==> src/rtl/sccb_pkg.sv <==
// Shared SCCB definitions: camera device ID, target FSM states
// and bit-counter width.
package sccb_pkg;

  localparam logic [6:0] CAM_ADDR = 7'h21;
  localparam int unsigned CNT_W = 4;

  typedef enum logic [3:0] {
    S_IDLE,
    S_DEV,
    S_DEV_ACK,
    S_SUB,
    S_SUB_ACK,
    S_WDATA,
    S_WDATA_ACK,
    S_RDATA,
    S_RD_NA,
    S_IGNORE
  } sccb_tgt_state_t;

endpackage

==> src/rtl/sccb_line_sync.sv <==
// SCL/SDA synchronizers plus a registered edge/condition detector
// producing SCL edges, START, STOP and the aligned SDA level.
module sccb_line_sync #(
  parameter int unsigned SYNC_STAGES = 2
) (
  input  logic i_clk,
  input  logic i_rst,
  input  logic i_scl,
  input  logic i_sda,
  output logic o_scl_rise,
  output logic o_scl_fall,
  output logic o_start_det,
  output logic o_stop_det,
  output logic o_sda_s
);

  logic [SYNC_STAGES-1:0] scl_sync_q;
  logic [SYNC_STAGES-1:0] sda_sync_q;
  logic                   scl_q;
  logic                   sda_q;
  logic                   rise_q;
  logic                   fall_q;
  logic                   start_q;
  logic                   stop_q;
  logic                   sda_out_q;
  logic                   scl_s;
  logic                   sda_s;

  assign scl_s = scl_sync_q[SYNC_STAGES-1];
  assign sda_s = sda_sync_q[SYNC_STAGES-1];

  // Events are registered so they line up with sda_out_q.
  always_ff @(posedge i_clk) begin
    if (i_rst) begin
      scl_sync_q <= '1;
      sda_sync_q <= '1;
      scl_q      <= 1'b1;
      sda_q      <= 1'b1;
      rise_q     <= 1'b0;
      fall_q     <= 1'b0;
      start_q    <= 1'b0;
      stop_q     <= 1'b0;
      sda_out_q  <= 1'b1;
    end else begin
      scl_sync_q <= {scl_sync_q[SYNC_STAGES-2:0], i_scl};
      sda_sync_q <= {sda_sync_q[SYNC_STAGES-2:0], i_sda};
      scl_q      <= scl_s;
      sda_q      <= sda_s;
      rise_q     <= scl_s & ~scl_q;
      fall_q     <= ~scl_s & scl_q;
      start_q    <= scl_s & scl_q & sda_q & ~sda_s;
      stop_q     <= scl_s & scl_q & ~sda_q & sda_s;
      sda_out_q  <= sda_s;
    end
  end

  assign o_scl_rise  = rise_q;
  assign o_scl_fall  = fall_q;
  assign o_start_det = start_q;
  assign o_stop_det  = stop_q;
  assign o_sda_s     = sda_out_q;

endmodule

==> src/rtl/sccb_target.sv <==
// SCCB responder with a 256x8 register file, write strobe and
// a registered debug read port.
module sccb_target
  import sccb_pkg::*;
#(
  parameter logic [6:0]  DEV_ID      = CAM_ADDR,
  parameter int unsigned SYNC_STAGES = 2,
  parameter bit          ACK_EN      = 1'b1
) (
  input  logic       i_clk,
  input  logic       i_rst,
  input  logic       i_scl,
  input  logic       i_sda,
  output logic       o_sda_low,
  output logic       o_wr_valid,
  output logic [7:0] o_wr_addr,
  output logic [7:0] o_wr_data,
  output logic       o_busy,
  input  logic [7:0] i_dbg_addr,
  output logic [7:0] o_dbg_data
);

  logic scl_rise;
  logic scl_fall;
  logic start_det;
  logic stop_det;
  logic sda_s;

  sccb_line_sync #(
    .SYNC_STAGES(SYNC_STAGES)
  ) u_sync (
    .i_clk      (i_clk),
    .i_rst      (i_rst),
    .i_scl      (i_scl),
    .i_sda      (i_sda),
    .o_scl_rise (scl_rise),
    .o_scl_fall (scl_fall),
    .o_start_det(start_det),
    .o_stop_det (stop_det),
    .o_sda_s    (sda_s)
  );

  sccb_tgt_state_t  state_q;
  logic [CNT_W-1:0] cnt_q;
  logic [7:0]       shift_q;
  logic [7:0]       tx_q;
  logic [7:0]       ptr_q;
  logic             rd_q;
  logic             sda_low_q;
  logic             wr_valid_q;
  logic [7:0]       wr_addr_q;
  logic [7:0]       wr_data_q;
  logic             busy_q;
  logic [7:0]       dbg_q;
  logic [7:0]       regs_q [256];

  logic [7:0]       rx_d;
  logic             last_bit;
  logic [7:0]       rd_byte;

  assign rx_d     = {shift_q[6:0], sda_s};
  assign last_bit = (cnt_q == CNT_W'(7));
  assign rd_byte  = regs_q[ptr_q];

  always_ff @(posedge i_clk) begin
    if (i_rst) begin
      state_q    <= S_IDLE;
      cnt_q      <= '0;
      shift_q    <= '0;
      tx_q       <= '0;
      ptr_q      <= '0;
      rd_q       <= 1'b0;
      sda_low_q  <= 1'b0;
      wr_valid_q <= 1'b0;
      wr_addr_q  <= '0;
      wr_data_q  <= '0;
      busy_q     <= 1'b0;
      dbg_q      <= '0;
      for (int i = 0; i < 256; i++) begin
        regs_q[i] <= '0;
      end
    end else begin
      wr_valid_q <= 1'b0;
      dbg_q      <= regs_q[i_dbg_addr];
      if (stop_det) begin
        state_q   <= S_IDLE;
        cnt_q     <= '0;
        sda_low_q <= 1'b0;
        busy_q    <= 1'b0;
      end else if (start_det) begin
        state_q   <= S_DEV;
        cnt_q     <= '0;
        sda_low_q <= 1'b0;
        busy_q    <= 1'b0;
      end else begin
        case (state_q)
          S_DEV: begin
            if (scl_rise) begin
              shift_q <= rx_d;
              cnt_q   <= cnt_q + CNT_W'(1);
              if (last_bit) begin
                cnt_q <= '0;
                if (rx_d[7:1] == DEV_ID) begin
                  state_q <= S_DEV_ACK;
                  rd_q    <= rx_d[0];
                  busy_q  <= 1'b1;
                end else begin
                  state_q <= S_IGNORE;
                end
              end
            end
          end
          S_SUB, S_WDATA: begin
            if (scl_rise) begin
              shift_q <= rx_d;
              cnt_q   <= cnt_q + CNT_W'(1);
              if (last_bit) begin
                cnt_q <= '0;
                if (state_q == S_SUB) begin
                  ptr_q   <= rx_d;
                  state_q <= S_SUB_ACK;
                end else begin
                  regs_q[ptr_q] <= rx_d;
                  wr_valid_q    <= 1'b1;
                  wr_addr_q     <= ptr_q;
                  wr_data_q     <= rx_d;
                  ptr_q         <= ptr_q + 8'd1;
                  state_q       <= S_WDATA_ACK;
                end
              end
            end
          end
          S_DEV_ACK, S_SUB_ACK, S_WDATA_ACK: begin
            // First fall drives the ACK, second fall ends the 9th bit.
            if (scl_fall) begin
              if (cnt_q == '0) begin
                sda_low_q <= ACK_EN;
                cnt_q     <= CNT_W'(1);
              end else if (state_q == S_DEV_ACK && rd_q) begin
                state_q   <= S_RDATA;
                tx_q      <= {rd_byte[6:0], 1'b0};
                sda_low_q <= ~rd_byte[7];
                cnt_q     <= CNT_W'(1);
              end else begin
                sda_low_q <= 1'b0;
                cnt_q     <= '0;
                state_q   <= (state_q == S_DEV_ACK) ? S_SUB : S_WDATA;
              end
            end
          end
          S_RDATA: begin
            if (scl_fall) begin
              if (cnt_q == '0) begin
                tx_q      <= {rd_byte[6:0], 1'b0};
                sda_low_q <= ~rd_byte[7];
                cnt_q     <= CNT_W'(1);
              end else if (cnt_q < CNT_W'(8)) begin
                tx_q      <= {tx_q[6:0], 1'b0};
                sda_low_q <= ~tx_q[7];
                cnt_q     <= cnt_q + CNT_W'(1);
              end else begin
                sda_low_q <= 1'b0;
                cnt_q     <= '0;
                state_q   <= S_RD_NA;
              end
            end
          end
          S_RD_NA: begin
            if (scl_rise) begin
              ptr_q   <= ptr_q + 8'd1;
              cnt_q   <= '0;
              state_q <= S_RDATA;
            end
          end
          default: begin
          end
        endcase
      end
    end
  end

  assign o_sda_low  = sda_low_q;
  assign o_wr_valid = wr_valid_q;
  assign o_wr_addr  = wr_addr_q;
  assign o_wr_data  = wr_data_q;
  assign o_busy     = busy_q;
  assign o_dbg_data = dbg_q;

endmodule

==> config.mk <==
export PLATFORM = sky130hd
export DESIGN_NAME = sccb_target
export DESIGN_NICKNAME = d
export VERILOG_FILES = /design/src/rtl/sccb_pkg.sv /design/src/rtl/sccb_line_sync.sv /design/src/rtl/sccb_target.sv
export SDC_FILE = /design/constraint.sdc
export NUM_CORES = 2
export LEC_CHECK = 0
export ABC_AREA = 1
export BUFFER_PORTS_ARGS = -buffer_cell sky130_fd_sc_hd__clkbuf_2
export CORE_ASPECT_RATIO = 1.5
export CORE_MARGIN = 1.5
export CORE_UTILIZATION = 40
export CTS_CLUSTER_SIZE = 12
export DETAILED_ROUTE_END_ITERATION = 12
export PLACE_DENSITY = 0.63
export SYNTH_ARGS = -nofsm -noshare
export SYNTH_HDL_FRONTEND = slang
export SYNTH_HIERARCHICAL = 1
export SYNTH_SLANG_ARGS = --single-unit
==> constraint.sdc <==
create_clock -name i_clk -period 3.15 [get_ports i_clk]
set_input_delay 0.7875 -clock i_clk [delete_from_list [all_inputs] [get_ports i_clk]]
set_output_delay 0.7875 -clock i_clk [all_outputs]
set_load 0.005 [all_outputs]
==> results.yml <==
yosys:
  synthMuxAreaShare: 0
  synth_top_area_frac: 0.541
  synth.avg_cell_area_um2: 8.16
  syn-cell-area_um2: 114000
  yosys.area_share.simple: 0.314
  synth_fa_ha_area_frac: 0.000771
  synth_compound_gate_area_share: 0.0872
  ys_seq_area_frac: 0.555
  synth_area_leaders: "edfxtp_1, nor2_1, nand2_1"
  syn_inst: 13926
  synth.distinct_cells: 35
  yosys_warnings: 6
  synth_top_family_by_area: "simple AND/OR/NAND/NOR gates"
  ys_seq_elements: 2124
  synth_xor_area_frac: 0
  synth_area_leader_cell: "edfxtp_1"
  syn_nets: 13945
critical_path:
  cp-start-kind: "register"
  critPathMaxStageDelay_ps: 430
  worstPathRequired_ps: 4000
  path_common_cell: "nand3_1"
  crit_family: "simple AND/OR/NAND/NOR gates"
  cp_slowest_cell: "nand3_1"
  critPathMaxFanout: 57
  worstPathCellList: "buf_12, buf_12, nand2_1, nand3_1, nand3_1, nand3_1, nand3_1, nand3_1, nand3_1, nand3_1, nand2_1, a21oi_1, a21oi_1"
  critical_path_class: "register to register"
  crit_buf_inv: 2
  end_kind: "register"
  critPathArrivalTime_ps: 4040
timing:
  fmax_ghz: 0.313
  worst_slew_pin_slew_ps: 1010
  finalSetupViolations: 1
  finalCritPeriodShare: 1.01
  post-route-min-period_ps: 3190
  rsz0062_at_grt: "no"
  finalClockSkew_ps: 73.6
  slew_viol_final: 0
  slew_headroom: 0.324
  hold-worst-slack_ps: 380
  hold_viol: 0
  finalWorstSetupSlack_ps: -41.4
grt:
  grt_antenna_before_repair: 13
  first_global_vias: 100951
  grt-ovfl-total: 0
  track_usage: 0.317
  grt_pass1_wl_um: 675000
  grt_max_degree: 102
finish:
  area_growth_pct: 13.1
  nets: 13773
  layout-drive-gt1-share: 0.0824
  utilization: 0.455
  fillers: 27469
clock_tree:
  cts_setup_buffers: 0
  cts_tree: "yes"
  cts_max_level: 4
  cts_root_buffer: "clkbuf_16"
  cts_buffers: 217
  cts_sinks: 2124
  clk_pin_slew_ps: 60
  clkLatencyLatePin_ps: 960
  cts_buffer_depth: 4
drt:
  drtAntennaViolNets: 0
  via_per_inst: 6.05
  drc: 6
  avgRoutedWirePerCell_um: 26.7
  drt_iter0_drc: 14633
  routed_wl_um: 471000
  drt_pass1_iterations: 11
  vias: 106629
place:
  place.port_buffers: 38
  place.gp.congestion: 1.01
  dp_hpwl_um: 311000
run_status:
  status: "complete, but fails checks"
  failed_checks: "DRC, setup timing"
floorplanning:
  core_area_um2: 283000
  die_x_um: 438
  start_util: 0.402
  rows: 239
  dieArea_um2: 287000
  fp.dieH_um: 656
  ios: 39
pwr:
  p_total_mw: 62.6
  ir_worst_vdd_v: 0.000457
  power_leakage_nw: 46.1
  power.density_nw_per_um2: 487
run:
  cap_violations: 0
hold_path:
  hold_path.class: "primary input to register"
## power breakdown
| part | internal [mW] | total [mW] | switching, mW |
|---|---|---|---|
| clock | 12.9 | 24.1 | 11.2 |
| sequential | 31.8 | 32.6 | 0.723 |
| combinational | 1.77 | 5.90 | 4.13 |
## logic make-up after synthesis
kind of cell,after synthesis
AND/OR/NAND/NOR,8687
flip-flops,2124
AO/OA/AOI/OAI,1826
buffers and inverters,1282
adder cells (fa/ha/maj),7
## Yosys cell counts (all sizes together)
cell type  instances
clkinv            11
o21ai           1179
a221oi             1
edfxtp          2048
buf              225
o211ai             2
o221ai             2
o31ai              1
a211oi             5
nand4              6
nor3              27
inv               73
or2                5
nand3           2287
dfxtp             76
nor4               2
nor2            3276
o22ai            563
a21oi             52
ha                 7
a31oi             20
a311oi             1
nand2           3084
clkbuf           973
## worst min-delay path, delay by kind of cell
kind,cells,cell delay (ps)
buffers and inverters,1,170
and+or+nand+nor,4,290
## registers in the layout, summed over array words and instances, names as in the netlist, 2 cells and up, named ones only
| register | flops |
|---|---|
| regs_q | 2048 |
| o_dbg_data | 8 |
| o_wr_addr | 8 |
| o_wr_data | 8 |
| ptr_q | 8 |
| shift_q | 7 |
| tx_q | 7 |
| cnt_q | 4 |
| state_q | 4 |
| u_sync/scl_sync_q | 2 |
| u_sync/sda_sync_q | 2 |
## routing by layer
layer,track usage,share of wire
met5,0,0.00014
met4,0.279,0.10
met3,0.0538,0.093
met2,0.509,0.46
met1,0.364,0.34
## metrics by stage
stage / worst slack (ps) / TNS [ps] / cells / instance area (µm²)
floorplan: 628 / 0 / 13926 / 114000
CTS: 143 / 0 / 17611 / 128000
finish: -41.4 / -41.4 / 17614 / 129000
global route: 11.9 / 0 / 17612 / 129000
detailed placement: -194 / -496 / 17268 / 122000
global placement: -224 / -557 / 17268 / 122000
## final timing paths
check                                     startpoint              endpoint  slack (ps)  cells after the start
worst max-delay path                        register             o_sda_low         -40                     13
worst min-delay path                   i_dbg_addr[6]         o_dbg_data[1]         380                      5
worst max register to register              register             o_sda_low         -40                     13
worst min register to register  u_sync/sda_sync_q[0]  u_sync/sda_sync_q[1]         400                      1
## cell type report
type	count	area, µm²	share of cell area
tap	3735	4670	0.0364
timing repair buffer	807	8470	0.0659
multi-input combinational	10520	45800	0.356
antenna	3	7.51	0.0000584
inverter	84	449	0.00349
clock buffer	292	5820	0.0453
clock inverter	49	288	0.00224
sequential	2124	63000	0.490
## placed cells by master (no fill, tap or decap), types with 3 or more instances in the layout
cell type | netlist | final
buf_8 | 0 | 3
nand2_1 | 3074 | 3074
o21ai_0 | 1178 | 1178
nand4_1 | 6 | 6
inv_2 | 13 | 7
nor2_4 | 1 | 17
nand3_2 | 0 | 6
diode_2 | 0 | 3
a31oi_1 | 20 | 20
clkbuf_8 | 0 | 7
clkinv_2 | 0 | 21
nor2_1 | 3268 | 3250
inv_6 | 0 | 8
nor3_1 | 22 | 21
nor3_2 | 4 | 4
nand2_2 | 10 | 10
clkbuf_2 | 0 | 33
clkinvlp_4 | 0 | 3
o22ai_1 | 563 | 563
a211oi_1 | 5 | 5
clkbuf_1 | 973 | 66
edfxtp_1 | 2048 | 2048
or2_1 | 4 | 4
clkinv_1 | 11 | 26
inv_1 | 60 | 51
ha_1 | 7 | 7
clkbuf_16 | 0 | 219
buf_12 | 0 | 195
dfxtp_1 | 76 | 70
nor2_2 | 7 | 9
nand3_1 | 2287 | 2281
inv_8 | 0 | 14
buf_4 | 6 | 571
dfxtp_4 | 0 | 5
a21oi_1 | 52 | 52
## repair_timing
action                                  4_1_cts  5_1_grt
endpoints found under the hold margin         2        0
hold buffers                                  2        0
endpoints found under the setup margin        0        6
gates resized for setup                       0       10
Note: power is estimated with default switching activity, not from simulation.
